`src/rtl/if_stage_pkg.sv`:
```
// if_stage_pkg: shared definitions for the instruction-fetch stage.
//   state_t          fetch FSM state encoding (2 bits)
//   IF_NOP_INSTR     word delivered in place of a faulting fetch
//   IF_RESET_PC      reset PC, shared with the PC register
//   pc_plus4()       32-bit wrap-around PC increment
`timescale 1ns/1ps
package if_stage_pkg;

  typedef enum logic [1:0] {
    S_ISSUE = 2'd0,
    S_REQ   = 2'd1,
    S_HOLD  = 2'd2
  } state_t;

  localparam logic [31:0] IF_NOP_INSTR = 32'h0000_0000;
  localparam logic [31:0] IF_RESET_PC  = 32'h0000_0000;

  function automatic logic [31:0] pc_plus4(input logic [31:0] a);
    return a + 32'd4;
  endfunction

endpackage

```
`src/rtl/if_stage.sv`:
```
// if_stage: instruction fetch with a req/ack memory handshake and an IF/ID
// output register. pc_advance enables the upstream PC register so the PC
// moves only when an entry is consumed or on a redirect.
//
// Ports:
//   Clk, Reset              clock, synchronous active-high reset
//   pc                      current PC register value
//   pc_advance              PC register load enable for this edge
//   flush                   redirect; current fetch is discarded
//   id_stall                decode cannot accept the IF/ID entry
//   imem_req, imem_addr     memory request (address held until ack)
//   imem_ack, imem_rdata    memory response
//   if_valid, if_instr, if_pc, if_add4, if_exc   IF/ID register
//
// state   | meaning
// --------+-------------------------------------------------------------
// S_ISSUE | latch pc; misaligned pc loads a fault entry, else request
// S_REQ   | request outstanding; wait for ack (drop it after a flush)
// S_HOLD  | IF/ID entry valid; wait for decode to accept it or a flush
`timescale 1ns/1ps
module if_stage
  import if_stage_pkg::*;
#(
  parameter logic [31:0] RESET_PC  = IF_RESET_PC,
  parameter logic [31:0] NOP_INSTR = IF_NOP_INSTR
) (
  input  logic        Clk,
  input  logic        Reset,
  input  logic [31:0] pc,
  output logic        pc_advance,
  input  logic        flush,
  input  logic        id_stall,
  output logic        imem_req,
  output logic [31:0] imem_addr,
  input  logic        imem_ack,
  input  logic [31:0] imem_rdata,
  output logic        if_valid,
  output logic [31:0] if_instr,
  output logic [31:0] if_pc,
  output logic [31:0] if_add4,
  output logic        if_exc
);

  state_t      state, state_nxt;
  logic [31:0] req_addr;
  logic        drop;
  logic        misaligned;
  logic        load_fault, load_mem, clear_valid, set_drop, clr_drop;

  assign misaligned = (pc[1:0] != 2'b00);

  always_ff @(posedge Clk) begin
    if (Reset) state <= S_ISSUE;
    else       state <= state_nxt;
  end

  always_comb begin
    state_nxt   = state;
    load_fault  = 1'b0;
    load_mem    = 1'b0;
    clear_valid = 1'b0;
    set_drop    = 1'b0;
    clr_drop    = 1'b0;
    case (state)
      S_ISSUE: begin
        // A redirect here just re-latches the new pc next cycle.
        if (!flush) begin
          if (misaligned) begin
            load_fault = 1'b1;
            state_nxt  = S_HOLD;
          end else begin
            state_nxt  = S_REQ;
          end
        end
      end
      S_REQ: begin
        if (imem_ack) begin
          if (drop || flush) begin
            clr_drop  = 1'b1;
            state_nxt = S_ISSUE;
          end else begin
            load_mem  = 1'b1;
            state_nxt = S_HOLD;
          end
        end else if (flush) begin
          // The request cannot be withdrawn; remember to discard its ack.
          set_drop = 1'b1;
        end
      end
      S_HOLD: begin
        if (flush || !id_stall) begin
          clear_valid = 1'b1;
          state_nxt   = S_ISSUE;
        end
      end
      default: state_nxt = S_ISSUE;
    endcase
  end

  assign pc_advance = !Reset && (flush || (state == S_HOLD && !id_stall));
  assign imem_req   = (state == S_REQ);
  assign imem_addr  = req_addr;

  always_ff @(posedge Clk) begin
    if (Reset) begin
      req_addr <= RESET_PC;
      drop     <= 1'b0;
      if_valid <= 1'b0;
      if_exc   <= 1'b0;
      if_instr <= 32'h0;
      if_pc    <= RESET_PC;
      if_add4  <= pc_plus4(RESET_PC);
    end else begin
      if (state == S_ISSUE) req_addr <= pc;

      if (set_drop)      drop <= 1'b1;
      else if (clr_drop) drop <= 1'b0;

      if (load_fault) begin
        if_valid <= 1'b1;
        if_exc   <= 1'b1;
        if_instr <= NOP_INSTR;
        if_pc    <= pc;
        if_add4  <= pc_plus4(pc);
      end else if (load_mem) begin
        if_valid <= 1'b1;
        if_exc   <= 1'b0;
        if_instr <= imem_rdata;
        if_pc    <= req_addr;
        if_add4  <= pc_plus4(req_addr);
      end else if (clear_valid) begin
        if_valid <= 1'b0;
      end
    end
  end

endmodule
```
`config.mk`:
```
export PLATFORM = sky130hd
export DESIGN_NAME = if_stage
export DESIGN_NICKNAME = d
export VERILOG_FILES = /design/src/rtl/if_stage_pkg.sv /design/src/rtl/if_stage.sv
export SDC_FILE = /design/constraint.sdc
export NUM_CORES = 1
export LEC_CHECK = 0
export CORE_UTILIZATION = 30
export DETAILED_ROUTE_END_ITERATION = 12
export GPL_TIMING_DRIVEN = 0
export PLACE_DENSITY_LB_ADDON = 0.12
export SKIP_CTS_REPAIR_TIMING = 1
export SKIP_LAST_GASP = 1
export SLEW_MARGIN = 0
export SYNTH_ARGS = -nofsm -noshare
export SYNTH_HDL_FRONTEND = slang
export SYNTH_SLANG_ARGS = --single-unit
```
`constraint.sdc`:
```
create_clock -name Clk -period 3 [get_ports Clk]
set_input_delay 0.6 -clock Clk [delete_from_list [all_inputs] [get_ports Clk]]
set_output_delay 0.6 -clock Clk [all_outputs]
set_load 0.01 [all_outputs]
```
# --- Yosys cells after proc, flatten, opt, wreduce, memory -nomap -nowiden ---
# Index checks and enable logic that the tools add are counted.
# Widths: inputs -> output; s select.
totals:
  regBits: 133
  input_bits: 69
  out_inout_bits: 132
  word_cells: 60
classes:
  addsub: 2
  eq_ne: 5
  mux: 31
  reduce_logical: 14
op_table:
  columns: ["operator", "count"]
  rows:
  - ["$mux 32", 4]
  - ["$add 32x3->32 const B", 2]
  - ["$mux 1", 21]
  - ["$mux 2", 5]
  - ["$pmux 2 s3", 1]
  - ["$reduce_bool 2->1", 3]
  - ["$ne 2x2->1 const B", 2]
  - ["$logic_or 1x1->1", 3]
  - ["$reduce_and 3->1", 1]
  - ["$reduce_bool 3->1", 1]
  - ["$eq 2x1->1 const B", 1]
  - ["$eq 2x2->1 const B", 1]
  - ["$logic_and 1x1->1", 2]
  - ["$logic_not 1->1", 2]
  - ["$logic_not 2->1", 1]
  - ["$ne 2x1->1 const B", 1]
  - ["$reduce_or 2->1", 1]

# --- Depth between registers and ports, before layout ---
logic_depth:
  word_depth: 7
  mapped_depth: 12
  mapped_depth_nobuf: 9

# --- Least setup slack after synthesis ---
# OpenSTA, ideal clock, no wires.
synth_path:
  path_type: "input -> register"
  start: "in flush"
  end: "reg if_add4[14]"
  arrival_ns: 3.029
  required_time_ns: 2.878
  slack_ns: -0.151
  path_stages: 12
  n_path_buf: 3
  path_cell_list: "or3_4 -> nor2_1 -> buf_2 -> buf_2 -> mux2_2 -> ha_1 -> inv_1 -> nor3_1 -> a22o_1 -> buf_2 -> and4_1 -> a311o_1"
synth_between:
  elab_chain_cells: 5
  word_cells_on_any_way: 8
synth_rtl:
  columns: ["item", "line", "rtl"]
  rows:
  - ["start, declared", "if_stage.sv:31", "input logic flush,"]
  - ["$logic_or 1x1->1", "if_stage.sv:78", "if (drop || flush) begin"]
  - ["$mux 1", "if_stage.sv:78", null]
  - ["$mux 1", "if_stage.sv:77", "if (imem_ack) begin"]
  - ["$mux 1", "if_stage.sv:64", "case (state)"]
  - ["$reduce_bool 2->1 (no line)", null, null]
  - ["end signal, assigned", "if_stage.sv:112", "if_add4 <= pc_plus4(RESET_PC);"]
  - ["end signal, assigned", "if_stage.sv:124", "if_add4 <= pc_plus4(pc);"]
  - ["end signal, assigned", "if_stage.sv:130", "if_add4 <= pc_plus4(req_addr);"]
  - ["end, declared", "if_stage.sv:40", "output logic [31:0] if_add4,"]
# Several ways; a longest one is shown, not always the timed one.
# A chain may end at the register's enable or synchronous reset.

# --- Worst setup path in the final report ---
layout_path:
  start: "reg state[0]"
  end: "reg if_add4[16]"
layout_between:
  elab_chain_cells: 3
  word_cells_on_any_way: 6
layout_rtl:
  columns: ["item", "line", "rtl"]
  rows:
  - ["start, declared", "if_stage.sv:44", "state_t state, state_nxt;"]
  - ["start signal, assigned", "if_stage.sv:54", "else state <= state_nxt;"]
  - ["$eq 2x1->1 / $logic_not 2->1 (equally long branches)", "if_stage.sv:64", null]
  - ["$mux 1", "if_stage.sv:64", null]
  - ["$reduce_bool 2->1 (no line) / $mux 32 (equally long branches)", null, null]
# Several ways; a longest one is shown, not always the timed one.

==> summary.txt <==
Pwr
  – Net Sw Power: approximately 1.4 mW
  – Clock power frac: 40.1%
  – Pint: between 3 and 4 mW
  – Sequential power share: ~40%
  – Max IR drop VDD: roughly 0.4 mV
  – Leakage power: around 3.3 nW
  – Comb pwr share: 19.7%
  – Switch share: ~29%
  – Cell Pwr Density: ~530 mW/mm²

CTS
  – Buffer levels on the longest clock path: 2
  – H-tree depth: 4
  – CTS buffer count: 17
  – Clock sink total: 131
  – Clock slew at reported path FFs: 0.06 ns
  – Clock Latency Late Sink: around 0.42 ns
  – CTS tree: built
  – Clock root cell: clkbuf_16

Placement
  – Number of port buffers: roughly 200
  – Placer Congestion: 0.901
  – Pre-CTS setup slack: -1.21 ns
  – Dpl hpwl: 19.3 mm

Yosys
  – Yosys top cell by area: dfxtp_1
  – Syn Inst Count: approximately 790
  – Sequential share of the synthesized area: between 40% and 50%
  – Synth top area cells: dfxtp_1 (42%), nand2_1 (11%), a21oi_1 (6.2%)
  – Syn_nets: ~860
  – Syn Area/Cell: roughly 7.9 µm²
  – Post-synth EDFFs: 0
  – Share of the synthesized area in the top cell type: about two fifths
  – Mapped cell area: ~0.0063 mm²
  – Synth async-reset ratio: 0%
  – Yosys cell types: 66
  – Flop and latch count out of synthesis: between 100 and 150
  – Top FF cell, synth: dfxtp_1
  – Synth warnings: 0

Flow run
  – Max Cap Viol: 0

Timing
  – Setup ws final: around 0.059 ns
  – WHS: approximately 0.45 ns
  – Final period util: between 90% and 100%
  – Fin Clk Skew: approximately 0.0075 ns
  – Fin crit period: 2.94 ns
  – FMAX: 340 MHz
  – Slew margin rel.: 31.3%
  – Fin. Hold Viols: 0
  – Max Transition Viols Final: 0
  – Count of final setup violators: 0
  – Worst-Margin Slew: around 1 ns

Setup path
  – Worst-path fanout max: 8
  – Crit path kind: flip-flop to flip-flop
  – Data required, critical path: around 3.3 ns
  – Setup crit end kind: flip-flop
  – Crit path arrival time: 3.27 ns
  – Worst setup SP type: flip-flop

Detailed routing
  – WL/cell: slightly below 20 µm
  – Vias: between 6k and 7k
  – Drt pass-1 iters: 6
  – # DRC: 0
  – Initial DRC Count: 484
  – Drt via density: around 5.3
  – WL final: between 20 and 30 mm
  – Antenna-violating nets left: 0

Cells and area
  – Diodes inserted: 0
  – Area grow syn2layout: 48.6%
  – Layout cell share with drive strength beyond 1: just over 8%
  – Nets: between 1k and 1.5k

Hold path
  – Hold Path Class: flip-flop to flip-flop

Global routing
  – First-pass GRT wire length: 38.6 mm
  – Largest net degree at the start of global routing: 17
  – All-Layer GR Usage: between 20% and 30%
  – Overflow left after global routing: 0
  – Initial antenna violation count: 0
  – Vias in the first global route: approximately 6.5k

Die
  – Die H: ~150 µm
  – Row Count: 52
  – I/O pin count: between 200 and 250
  – Die area: ~0.021 mm²
  – Initial core utilization: a little under a third
  – Die Wd: ~150 µm
  – Total core area: approximately 0.020 mm²

Status
  – Status: completed
[power groups by stage]
stage	Sequential, mW	Combinational [mW]	Clock, mW
after CTS	1.96	0.933	1.99
after floorplan	2.02	0.378	0
after global routing	1.97	1.03	2.08
after global placement	2.00	0.927	0
after detailed placement	2.00	0.929	0
final	1.96	0.964	1.96
[registers in the layout, summed over array words and instances, names as in the netlist]
signal and count:
if_instr 32, if_pc 32, imem_addr 32, if_add4 30, state 2, drop 1
if_exc 1, if_valid 1
[synthesized netlist by cell type (9+ instances only)]
library cell / count
nand4_1: 19
clkbuf_1: 39
nor2_1: 51
and3_1: 12
a211oi_1: 29
nand3_1: 32
mux2i_1: 18
a311oi_1: 9
a21oi_1: 78
o21ai_0: 12
buf_2: 14
dfxtp_1: 131
nand2_1: 183
and4_1: 12
nor3_1: 19
[worst paths after layout]
kind / startpoint / endpoint / slack (ns) / depth (start not counted)
max: state[0]$_SDFFE_PP0P_ / if_add4[16]$_SDFFE_PP0P_ / 0.06 / 11
min: if_instr[30]$_SDFFE_PP0P_ / if_instr[30]$_SDFFE_PP0P_ / 0.45 / 2
max reg2reg: state[0]$_SDFFE_PP0P_ / if_add4[16]$_SDFFE_PP0P_ / 0.06 / 11
min reg2reg: if_instr[30]$_SDFFE_PP0P_ / if_instr[30]$_SDFFE_PP0P_ / 0.45 / 2
[metal layers]
layer  wire length [µm]  global-route usage [%]  vias to the layer above  part of all wire (%)
li1                   -                       -                     3312                     -
met4                423                    6.72                        0                   1.7
met3               1860                    6.84                       32                   7.3
met1              11800                    31.4                     3230                    46
met5                  0                       0                        -                     0
met2              11400                    36.6                      282                    45
[placed cells by master, fill, tap and decap left out, types with 3 or more instances in the layout]
| cell type | count |
|---|---|
| clkdlybuf4s50_1 | 196 |
| nand2_1 | 183 |
| dfxtp_1 | 129 |
| a21oi_1 | 78 |
| nor2_1 | 49 |
| clkbuf_1 | 38 |
| nand3_1 | 31 |
| a211oi_1 | 29 |
| nand4_1 | 19 |
| mux2i_1 | 18 |
| clkbuf_16 | 17 |
| nor3_1 | 16 |
| o21ai_0 | 12 |
| and4_1 | 12 |
| and3_1 | 12 |
| buf_2 | 11 |
| inv_1 | 8 |
| o211ai_1 | 8 |
| a311oi_1 | 8 |
| o32ai_1 | 7 |
| buf_4 | 7 |
| a211o_1 | 6 |
| xnor2_1 | 6 |
| mux2_2 | 5 |
| and2_1 | 5 |
| or3_1 | 5 |
| o31ai_1 | 4 |
| o21ai_1 | 4 |
| a311o_1 | 4 |
| a21boi_0 | 4 |
| clkinv_2 | 4 |
| buf_6 | 3 |
| nor2b_1 | 3 |
| nor3_2 | 3 |
| o31a_1 | 3 |
| nor4_1 | 3 |
| buf_1 | 3 |
| a31oi_1 | 3 |
| dlymetal6s2s_1 | 3 |
[kinds of logic after synthesis]
| logic type | synth area share (%) |
|---|---|
| buffers and inverters | 4.66 |
| DFF | 41.9 |
| and+or+nand+nor | 25.8 |
| adders and majority gates | 0.200 |
| muxes | 4.14 |
| xor gates and xnor gates | 1.12 |
| AOI/OAI and AO/OA | 22.2 |
[layout make-up]
class,instances,area [µm²]
tap,270,338
inverter,8,30.0
sequential,131,2630
buffer,59,289
clock inverter,9,82.6
timing repair buffer,203,2030
fill,2055,11100
multi-input combinational,593,3440
clock buffer,22,464
[per-stage QoR]
stage / instances / setup TNS (ns) / total power, mW / utilization, % / instance area (µm²)
floorplan: 792 / 0 / 2.40 / - / 6270
detailed placement: 1261 / -24.29 / 2.92 / 42.2 / 8600
finish: 1295 / 0 / 4.89 / 45.7 / 9300
global placement: 1261 / -23.93 / 2.92 / 42.2 / 8600
global route: 1295 / -0.0255 / 5.08 / 45.7 / 9300
CTS: 1292 / -7.51 / 4.89 / 44.9 / 9150
[critical path, cell delays in order (launching register included)]
cell	delay (ns)
dfxtp_2	0.36
or3_4	0.42
nor2_4	0.11
buf_6	0.11
buf_4	0.11
mux2_2	0.23
ha_4	0.21
nand3_2	0.12
nor4_4	0.37
a22o_4	0.21
mux2_1	0.35
nor4_2	0.26
(Power assumes the default switching activity.)
==> variant 1 (same settings) <==
Reset style: asynchronous (`Reset`), changed in 2 clocked blocks. Comments in the files are not updated.
--- a/src/rtl/if_stage.sv
+++ b/src/rtl/if_stage.sv
@@ -51,3 +51,3 @@
 
-  always_ff @(posedge Clk) begin
+  always_ff @(posedge Clk or posedge Reset) begin
     if (Reset) state <= S_ISSUE;
@@ -103,3 +103,3 @@
 
-  always_ff @(posedge Clk) begin
+  always_ff @(posedge Clk or posedge Reset) begin
     if (Reset) begin
Check against the original RTL: differs if Reset is asserted again (counterexample within 4 cycles, from zero or initial values and one cycle with Reset high); with Reset held inactive, the same outputs for 4 cycles.
==> variant 1 against the original RTL <==
  * The run now ends with negative setup slack left
  * Wire length is 5.1% lower
  * Sequential cell count stayed put
  * Area after synthesis is 3.5% higher
  * Worst setup slack worse by 0.11 ns
  * Via count is 8.9% lower
  * Final area is 5.8% higher
  * Non-clock buffer count is 3 higher
  * Critical path type unchanged
  * Highest routed layer unchanged
Power is not compared: it rests on default switching activity, and its combinational part moved more than twofold at a synthesized area within 25%.
==> variant 1: results <==
export IMPL_worst_slack_ns=-0.0472
export IMPL_inv_count=5
export IMPL_cp_slowest_cell="dfrtp_2"
export IMPL_syn_nets=714
export IMPL_final_clk_cell_share_pct=6.54
export IMPL_clock_latency_ns=0.43
export IMPL_place_inst=1119
export IMPL_grt_pass1_vias=6053
export IMPL_cpPeakStageDelay_ns=0.45
export IMPL_final_nonclk_buf_share_pct=24.6
export IMPL_status="complete, but fails checks"
export IMPL_holdCritStartpoint="if_add4[2]$_DFFE_PP1P_"
export IMPL_crit_end="if_add4[30]$_DFFE_PP0P_"
export IMPL_gp_congestion=0.889
export IMPL_synth_common_cells="dfrtp_1, nand2_1, nor2_1"
export IMPL_yosysSeqAreaShare_pct=50.6
export IMPL_place_area_sq_um=8900
export IMPL_critPathArrivalTime_ns=3.38
export IMPL_hpwl_mm=17.6
export IMPL_yosysUniqueCellTypes=59
export IMPL_vias_per_cell=5.34
export IMPL_num_clock_buffers=20
export IMPL_first_pass_iters=5
export IMPL_dr_total_vias=6247
export IMPL_use_met2_pct=33.9
export IMPL_synthArstFlopShare_pct=100
export IMPL_worst_slew_pin_slew_ns=0.884
export IMPL_n_all_buffers=265
export IMPL_setup_viol=7
export IMPL_multiInputGateArea_sq_um=3120
export IMPL_r2r_cells=13
export IMPL_synthesis_instances=644
export IMPL_hold_end="if_add4[2]$_DFFE_PP1P_"
export IMPL_synthTopCellsByArea="dfrtp_1, mux2_2, nand2_1"
export IMPL_fin_worst_skew_ns=0.0165
export IMPL_fillers=1973
export IMPL_tns_ns=-0.239
export IMPL_area_sequential_sq_um=3280
export IMPL_met3_usage_pct=3.70
export IMPL_failed_checks="negative setup slack"
export IMPL_r2r_start="state[1]$_DFFE_PP0P_"
export IMPL_wl_met1_mm=10.7
export IMPL_wl_mm=24.2
export IMPL_hold_ws_ns=0.464
export IMPL_use_met1_pct=30.4
export IMPL_crit_fanout=6
export IMPL_multi_input_cells=462
export IMPL_nFlopsAndLatches=131
export IMPL_fin_nets=952
export IMPL_syn_cell_area_sq_um=6480
export IMPL_period_needed_ns=3.05
## variant 1: cell count changes in the layout (fill, tap and decap cells not counted), sizes merged, moves of 24 or more
cell | unedited run | this run
a211oi | 29 | 5
a21oi | 78 | 30
a22o | 3 | 32
dfrtp | 0 | 130
dfxtp | 131 | 0
mux2 | 7 | 33
nand2 | 183 | 88
## variant 1: logic make-up (layout without fill, tap and decap cells)
| group | count (synthesis) | in the layout | share of synthesized area, % |
|---|---|---|---|
| and+or+nand+nor | 231 | 231 | 17.0 |
| muxes | 50 | 50 | 8.42 |
| adders and majority gates | 1 | 1 | 0.193 |
| buffers and inverters | 51 | 302 | 3.42 |
| xor gates and xnor gates | 31 | 31 | 4.19 |
| DFF | 131 | 131 | 50.6 |
| AOI/OAI and AO/OA | 149 | 149 | 16.2 |
## variant 1: metrics by stage
step,utilization [%],setup slack [ns]
floorplan,-,-0.00524
global placement,41.9,-1.46
detailed placement,42.2,-1.50
CTS,45.2,-1.08
global route,46.7,-0.179
finish,46.7,-0.0472
==> variant 2 (config.mk and constraints unchanged) <==
Without the edit above. Encoding of `state_t`: now one-hot (3 bits for 3 states).
--- a/src/rtl/if_stage_pkg.sv
+++ b/src/rtl/if_stage_pkg.sv
@@ -8,6 +8,6 @@
 
-  typedef enum logic [1:0] {
-    S_ISSUE = 2'd0,
-    S_REQ   = 2'd1,
-    S_HOLD  = 2'd2
+  typedef enum logic [2:0] {
+    S_ISSUE = 3'b001,
+    S_REQ   = 3'b010,
+    S_HOLD  = 3'b100
   } state_t;
Behaviour: no difference found for any inputs over 4 cycles, from zero or initial values and one cycle with Reset high; so few cycles prove little.
==> variant 2 against the original RTL <==
  * The run now ends with negative setup slack left
  * Final area increased by 1.1%
  * Sequential cell count increased by 1
  * First-iteration DRC count increased by 17%
  * Wire length decreased by 5.5%
  * Critical endpoint is now if_add4[28]$_SDFFE_PP0P_
  * Largest cell class unchanged
  * Worst setup slack got worse by 0.18 ns
  * Power increased by 3.9%
  * Critical path depth increased by 4
  * Area after synthesis decreased by 2.9%
  * Sequential share of layout area about the same
==> variant 2: results <==
export IMPL_critPathTopFamily="simple AND/OR/NAND/NOR gates"
export IMPL_synth_adder_area_share_pct=0.206
export IMPL_synth_xor_xnor_area_share_pct=2.88
export IMPL_first_iter_violations=565
export IMPL_drive_gt1_share_pct=11.1
export IMPL_dr_total_vias=6712
export IMPL_yosysUniqueCellTypes=58
export IMPL_synthTopCellsByArea="dfxtp_1, nand2_1, a21oi_1"
export IMPL_synthesis_instances=776
export IMPL_grt_usage_pct=23.0
export IMPL_htreeDepth=4
export IMPL_final_cells=1298
export IMPL_antennaDiodeCount=0
export IMPL_cpPeakStageDelay_ns=0.40
export IMPL_syn_nets=846
export IMPL_yosysSeqAreaShare_pct=43.5
export IMPL_first_pass_iters=5
export IMPL_worst_slack_ns=-0.122
export IMPL_synthArstFlopShare_pct=0
export IMPL_ir_worst_vdd_mv=0.407
export IMPL_critPathArrivalTime_ns=3.49
export IMPL_cp_slowest_cell="or4_1"
export IMPL_grt_pass1_vias=5981
export IMPL_failed_checks="negative setup slack"
export IMPL_fin_nets=1090
export IMPL_static_leakage_power_nw=3.37
export IMPL_met3WireLength_mm=1.64
export IMPL_synth_ff_type="dfxtp_1"
export IMPL_grt_pass1_wl_mm=35.6
export IMPL_wl_mm=24.1
export IMPL_top_layer_used="met4"
export IMPL_hpwl_mm=17.6
export IMPL_synth_common_cells="nand2_1, dfxtp_1, a21oi_1"
export IMPL_io_buffers=199
export IMPL_worst_slew_pin_slew_ns=0.855
export IMPL_cts_buffers=17
export IMPL_place_inst=1240
export IMPL_route_met2_wl_mm=10.9
export IMPL_post_place_ws_ns=-1.27
export IMPL_tns_ns=-0.489
export IMPL_place_area_sq_um=8490
export IMPL_wl_met1_mm=11.2
export IMPL_fin_worst_skew_ns=0.00612
export IMPL_synth_mux_area_share_pct=4.04
export IMPL_gp_congestion=0.911
export IMPL_hp_class="reg2reg"
export IMPL_synth_compound_area_share_pct=18.1
export IMPL_setup_viol=5
export IMPL_crit_fanout=5
export IMPL_status="complete, but fails checks"
[variant 2: changes by cell type after synthesis, sizes merged, moves of 7 or more]
cell	change
nor3	-9
nand2	+12
a21oi	+10
xor2	+7
o32ai	-7
nor2	+8
nand4	-10
nor4	+7
[variant 2: layout make-up]
class                      instances  area (sq um)
inverter                           8          30.0
buffer                            57           314
clock inverter                    14           155
clock buffer                      18           429
sequential                       132          2650
fill                            2007         10300
tap                              265           332
timing repair buffer             225          2180
multi-input combinational        579          3310
[variant 2: kinds of logic (layout without fill, tap and decap cells)]
kind of cell,after synthesis,in the layout
buf+inv,65,322
mux,24,24
fa+ha+maj,1,1
compound gates,177,177
simple gates,357,357
xor+xnor,20,20
flops,132,132
[variant 2: metal layers]
metal / global-route usage, % / up-vias
met4: 6.65 / 0
met1: 33.1 / 3195
met2: 34.4 / 273
met3: 4.40 / 25
li1: - / 3219
met5: 0 / -
[variant 2: worst paths after layout]
path                           startpoint                  endpoint  slack [ns]  cells after the start
hold / removal    if_add4[4]$_SDFFE_PP0P_   if_add4[4]$_SDFFE_PP0P_        0.45                      2
setup / recovery    state[1]$_SDFFE_PP0P_  if_add4[28]$_SDFFE_PP0P_       -0.12                     15
setup reg to reg    state[1]$_SDFFE_PP0P_  if_add4[28]$_SDFFE_PP0P_       -0.12                     15
hold reg to reg   if_add4[4]$_SDFFE_PP0P_   if_add4[4]$_SDFFE_PP0P_        0.45                      2
[variant 2: report_power, final]
part           leakage, nW  total (mW)  internal [mW]  switching [mW]
clock                0.269        2.08           1.23           0.846
sequential            1.08        1.98           1.87           0.112
combinational         2.02        1.02          0.485           0.533
